**src/rtl/led_pattern_gen.sv**
```systemverilog
// led_pattern_gen
//   Multi-channel LED driver. Every channel is programmed at run time over a
//   valid/ready config port to one of OFF, ON, BLINK (own half-period, counted
//   in prescaler ticks) or DIM (PWM brightness). All channels share one tick
//   prescaler and one PWM counter so that their patterns stay phase-related.
//
// Ports
//   clock        in   sole clock, rising edge
//   reset_n      in   asynchronous active-low reset (release synchronised upstream)
//   cfg_valid    in   config write request
//   cfg_ready    out  write accepted when cfg_valid & cfg_ready
//   cfg_channel  in   target channel; out-of-range channels are accepted and ignored
//   cfg_mode     in   0 OFF, 1 ON, 2 BLINK, 3 DIM
//   cfg_period   in   BLINK half-period in ticks (0 behaves as 1)
//   cfg_duty     in   DIM on-count out of 2**DUTY_BITS
//   sync_pulse   in   restart all blink phases and the prescaler
//   led_out      out  registered LED drive, 1 = lit
module led_pattern_gen #(
   parameter int  CLOCK_HZ       = 24_000_000,
   parameter int  TICK_HZ        = 1_000,
   parameter int  NUMBER_OF_LEDS = 8,
   parameter int  PERIOD_BITS    = 16,
   parameter int  DUTY_BITS      = 8,
   localparam int CH_W           = (NUMBER_OF_LEDS > 1) ? $clog2(NUMBER_OF_LEDS) : 1
) (
   input  logic                      clock,
   input  logic                      reset_n,
   input  logic                      cfg_valid,
   output logic                      cfg_ready,
   input  logic [CH_W-1:0]           cfg_channel,
   input  logic [1:0]                cfg_mode,
   input  logic [PERIOD_BITS-1:0]    cfg_period,
   input  logic [DUTY_BITS-1:0]      cfg_duty,
   input  logic                      sync_pulse,
   output logic [NUMBER_OF_LEDS-1:0] led_out
);

   localparam int TICK_DIV = CLOCK_HZ / TICK_HZ;
   localparam int PRESC_W  = (TICK_DIV > 1) ? $clog2(TICK_DIV) : 1;

   if (TICK_DIV < 1) begin : g_bad_tick_div
      $error("led_pattern_gen: CLOCK_HZ/TICK_HZ must be at least 1");
   end
   if (NUMBER_OF_LEDS < 1) begin : g_bad_led_count
      $error("led_pattern_gen: NUMBER_OF_LEDS must be at least 1");
   end

   typedef enum logic [1:0] {
      MODE_OFF   = 2'd0,
      MODE_ON    = 2'd1,
      MODE_BLINK = 2'd2,
      MODE_DIM   = 2'd3
   } mode_t;

   mode_t                  ch_mode   [NUMBER_OF_LEDS];
   logic [PERIOD_BITS-1:0] ch_period [NUMBER_OF_LEDS];
   logic [PERIOD_BITS-1:0] ch_cnt    [NUMBER_OF_LEDS];
   logic [DUTY_BITS-1:0]   ch_duty   [NUMBER_OF_LEDS];
   logic [NUMBER_OF_LEDS-1:0] ch_phase;

   logic [PRESC_W-1:0]        presc;
   logic [DUTY_BITS-1:0]      pwm_cnt;
   logic                      tick;
   logic                      accept;
   logic [NUMBER_OF_LEDS-1:0] led_next;

   // Last counter value of a half-period; a programmed period of 0 is
   // treated as 1 so the channel still toggles on every tick.
   function automatic logic [PERIOD_BITS-1:0] half_period_last(
      input logic [PERIOD_BITS-1:0] period
   );
      return (period == '0) ? '0 : period - PERIOD_BITS'(1);
   endfunction

   // With TICK_DIV == 1 the prescaler is stuck at 0 and tick is always high.
   assign tick   = (presc == PRESC_W'(TICK_DIV - 1));
   assign accept = cfg_valid & cfg_ready;

   always_comb begin
      led_next = '0;
      for (int i = 0; i < NUMBER_OF_LEDS; i++) begin
         case (ch_mode[i])
            MODE_OFF:   led_next[i] = 1'b0;
            MODE_ON:    led_next[i] = 1'b1;
            MODE_BLINK: led_next[i] = ch_phase[i];
            MODE_DIM:   led_next[i] = (pwm_cnt < ch_duty[i]);
            default:    led_next[i] = 1'b0;
         endcase
      end
   end

   always_ff @(posedge clock or negedge reset_n) begin
      if (!reset_n) begin
         cfg_ready <= 1'b0;
         presc     <= '0;
         pwm_cnt   <= '0;
         ch_phase  <= '1;
         led_out   <= '0;
         for (int i = 0; i < NUMBER_OF_LEDS; i++) begin
            ch_mode[i]   <= MODE_OFF;
            ch_period[i] <= '0;
            ch_duty[i]   <= '0;
            ch_cnt[i]    <= '0;
         end
      end else begin
         cfg_ready <= 1'b1;
         pwm_cnt   <= pwm_cnt + DUTY_BITS'(1);
         led_out   <= led_next;

         // sync_pulse wins over the wrap so all channels restart together.
         if (sync_pulse || tick) begin
            presc <= '0;
         end else begin
            presc <= presc + PRESC_W'(1);
         end

         // A config write and a sync both leave the channel at counter 0,
         // phase 1, so their coincidence needs no special ordering.
         for (int i = 0; i < NUMBER_OF_LEDS; i++) begin
            if (accept && (cfg_channel == CH_W'(i))) begin
               ch_mode[i]   <= mode_t'(cfg_mode);
               ch_period[i] <= cfg_period;
               ch_duty[i]   <= cfg_duty;
               ch_cnt[i]    <= '0;
               ch_phase[i]  <= 1'b1;
            end else if (sync_pulse) begin
               ch_cnt[i]    <= '0;
               ch_phase[i]  <= 1'b1;
            end else if (tick && (ch_mode[i] == MODE_BLINK)) begin
               if (ch_cnt[i] == half_period_last(ch_period[i])) begin
                  ch_cnt[i]   <= '0;
                  ch_phase[i] <= ~ch_phase[i];
               end else begin
                  ch_cnt[i]   <= ch_cnt[i] + PERIOD_BITS'(1);
               end
            end
         end
      end
   end

endmodule

```
**config.mk**
```make
export PLATFORM = sky130hd
export DESIGN_NAME = led_pattern_gen
export DESIGN_NICKNAME = d
export VERILOG_FILES = /design/src/rtl/led_pattern_gen.sv
export SDC_FILE = /design/constraint.sdc
export NUM_CORES = 1
export LEC_CHECK = 0
export ABC_AREA = 1
export CAP_MARGIN = 15
export CORE_MARGIN = 10
export CORE_UTILIZATION = 40
export CTS_BUF_LIST = sky130_fd_sc_hd__clkbuf_16
export DETAILED_ROUTE_END_ITERATION = 6
export GPL_TIMING_DRIVEN = 0
export PLACE_DENSITY_LB_ADDON = 0.15
export SYNTH_ARGS = -nofsm -noshare
export SYNTH_HDL_FRONTEND = slang
export SYNTH_SLANG_ARGS = --single-unit
```
**constraint.sdc**
```tcl
create_clock -name clock -period 2.1 [get_ports clock]
set_input_delay 0.315 -clock clock [delete_from_list [all_inputs] [get_ports clock]]
set_output_delay 0.315 -clock clock [all_outputs]
set_load 0.02 [all_outputs]
```
==> run summary <==
PortBufs: 16
Die Y: 263 um
Yosys warnings: 0
total negative slack: -12,520 ps
final hold vios: 0
GRT overflow: 0
final WL: 71,500 um
share of layout cells above drive strength 1: 0.208
status: finished with violations
fill cell count: 5,819
slew at the pin closest to its max-slew limit: 1240 ps
htree depth: 2
Cell Area, Synth: 0.0236 sq mm
critical path arrival: 2750 ps
Routed Antenna Nets: 0
worst r2r dst: ch_cnt[11]
Cell Pwr Density: 811 mW/mm^2
CP Capture Type: register
reg-to-reg critical path startpoint: ch_period[0]
final worst slack: -192 ps
Initial Util: 0.402
post-synthesis instance total: 3,362
CTS Buf Count: 46
Seq/Total Area, Yosys: 0.399
share of synthesized registers carrying an async set or reset: 1.00
clock skew: 40.4 ps
Crit. Startpoint: ch_period[0]
Clock transition at path regs: 60 ps
Max-cap violations: 0
Synth Register Bits: 376
Setup CP Type: register to register
RSZ-0062 raised after global routing: yes
largest net degree at the start of global routing: 119
worst setup path end: ch_cnt[11]
WP data required: 2560 ps
Detailed Place HPWL: 47,900 um
DR DRC count: 0
CTS Root Buffer Type: clkbuf_16
gpl congestion: 0.860
synth-to-layout area growth: 25.5%
largest cells by area after synthesis: dfrtp_1 39%, nand2_1 15%, inv_1 7.0%, o21ai_0 6.0%, nand3_1 5.9%
Post-Syn Nets: 3,469
initial antenna violation count: 2
number of synthesized flops with an enable pin: 0
DR iter-0 viols: 1,456
Cell Rows: 89
reg-to-reg slack, setup: -190 ps
via count: 22,100
TritonCTS clock tree: done
DR pass1 iterations: 5
leak pwr: 13.5 nW
Core Footprint: 0.0588 sq mm
first-pass GRT wire length: 113,000 um
crit path time final: 2290 ps
post-synth cell types: 47
top-count cell post-synth: nand2_1
worst-path maximum fanout: 10
vias per cell: 5.01
num ports: 42
register area: 0.00944 sq mm
Slew Limit Fails: 0
diodes inserted: 0
Worst Setup Start Kind: register
Final #Nets: 3,705
area of the multi-input gates: 0.0135 sq mm
number of global-route vias before repair: 21,100
Yosys top cell area share: 0.390
wire length per cell: 16.2 um
dpl cells: 4,154
average size of a mapped cell: 7.03 sq um
gr usage total: 0.200
largest area contributor in the netlist: dfrtp_1
clk sinks: 376
fin crit share: 1.09
fin area: 0.0297 sq mm
Clock Latency Late Sink: 610 ps
placement-stage cell area: 0.0248 sq mm
Max Fclk: 0.436 GHz
final std cells w/o fill: 4,408
Max clock buf depth: 3
peak supply drop: 690 uV
setup violation total in the final timing report: 115
Top FF cell, synth: dfrtp_1
die width: 263 um
failing checks: negative setup slack
Worst Reg-to-Reg Cells: 17
Worst Hold Class: input pin to register
die area: 0.0692 sq mm
synth cell count leaders: 945 x nand2_1, 442 x inv_1, 368 x dfrtp_1
slew margin rel.: 0.173
-- worst max-delay path, stage by stage, from the launching register on --
cell     delay, ps
dfrtp_1        370
inv_2          110
ha_4           160
nand3_4        130
nor2_4         150
nand2_4         80
buf_6          150
nand4_1         70
nand2_1         60
nor2_1         100
nand2_1         70
nor2_2         130
nand3_2        140
nand2_2        100
nand2_2         80
inv_4           80
buf_6          130
nor2_1          40
-- stage by stage --
| stage | setup slack [ps] | hold slack (ps) | total power, mW | util |
|---|---|---|---|---|
| after floorplan | 10.9 | 19.4 | 13.0 | - |
| after global placement | -16760 | 453 | 14.5 | 0.421 |
| after detailed placement | -922 | 269 | 14.5 | 0.423 |
| after CTS | -110 | 157 | 23.8 | 0.486 |
| after global routing | -332 | 174 | 25.6 | 0.505 |
| final | -192 | 198 | 24.1 | 0.505 |
-- power breakdown --
| group | internal (mW) | switching [mW] |
|---|---|---|
| logic | 2.62 | 4.07 |
| clock network | 4.78 | 3.34 |
| registers | 8.33 | 0.920 |
-- cell families (layout without fill, tap and decap cells) --
logic type | Yosys count | in the layout | synth area share
other | 1 | 1 | 0.000159
xor gates and xnor gates | 106 | 106 | 0.0393
adders and majority gates | 74 | 74 | 0.0392
AOI/OAI and AO/OA | 362 | 362 | 0.0783
DFF | 376 | 376 | 0.399
buffers and inverters | 565 | 838 | 0.0987
and+or+nand+nor | 1878 | 1878 | 0.346
-- how the worst min path moves through the flow --
stage                start          to  slack [ps]  cells after the start
3_5_place_dp       reset_n  ch_cnt[46]         270                      1
5_1_grt        cfg_duty[3]  ch_duty[3]         170                      3
4_1_cts        cfg_duty[3]  ch_duty[3]         160                      3
2_1_floorplan      reset_n   cfg_ready          20                      0
3_3_place_gp      presc[0]    presc[0]         450                      1
6_report       cfg_duty[3]  ch_duty[3]         200                      3
-- final cells by class --
class,count,share of cell area
buffer,101,0.0224
multi-input combinational,2421,0.454
clock inverter,38,0.0114
inverter,462,0.0599
timing repair buffer,190,0.0611
tap,773,0.0326
clock buffer,47,0.0396
sequential,376,0.318
-- cell usage in the layout, fill, tap and decap left out, types with 9 or more instances in the layout --
cell,n
buf_12,10
nor2_4,68
clkdlybuf4s50_1,15
inv_1,427
clkbuf_16,49
nand2_2,54
o21ai_1,28
clkbuf_1,57
nand3b_1,12
buf_6,59
nand2_4,30
nand3_2,42
nand3_1,233
clkbuf_2,9
nor2_1,210
dfrtp_2,20
clkinv_1,14
o21ai_0,253
nor3_1,33
inv_2,32
xor2_1,99
a21oi_1,55
nand2_1,885
nand4_1,110
ha_1,65
nor2_2,156
dfrtp_1,348
nand3_4,12
buf_4,118
-- repair_timing --
item / CTS / global route
pin swaps: 102 / 100
endpoints found under the hold margin: 54 / 0
cloned: 20 / 4
setup buffers: 105 / 44
resized for setup: 343 / 242
hold buffers: 2 / 0
endpoints found under the setup margin: 160 / 185
-- routing by layer --
| layer | GRT usage | vias up | share of wire |
|---|---|---|---|
| met5 | 0 | - | 0.00032 |
| met4 | 0.0528 | 4 | 0.021 |
| met3 | 0.0327 | 102 | 0.052 |
| met2 | 0.316 | 437 | 0.45 |
| met1 | 0.278 | 10400 | 0.47 |
| li1 | - | 11200 | - |
-- sequential cells by signal (all words and copies together) (netlist names) --
register and cells:
ch_duty 64, ch_cnt 128, cfg_ready 1, pwm_cnt 8, presc 15, ch_phase 8
ch_period 128, led_out 8, ch_mode 16
No activity file was read; power rests on OpenSTA's default activity.
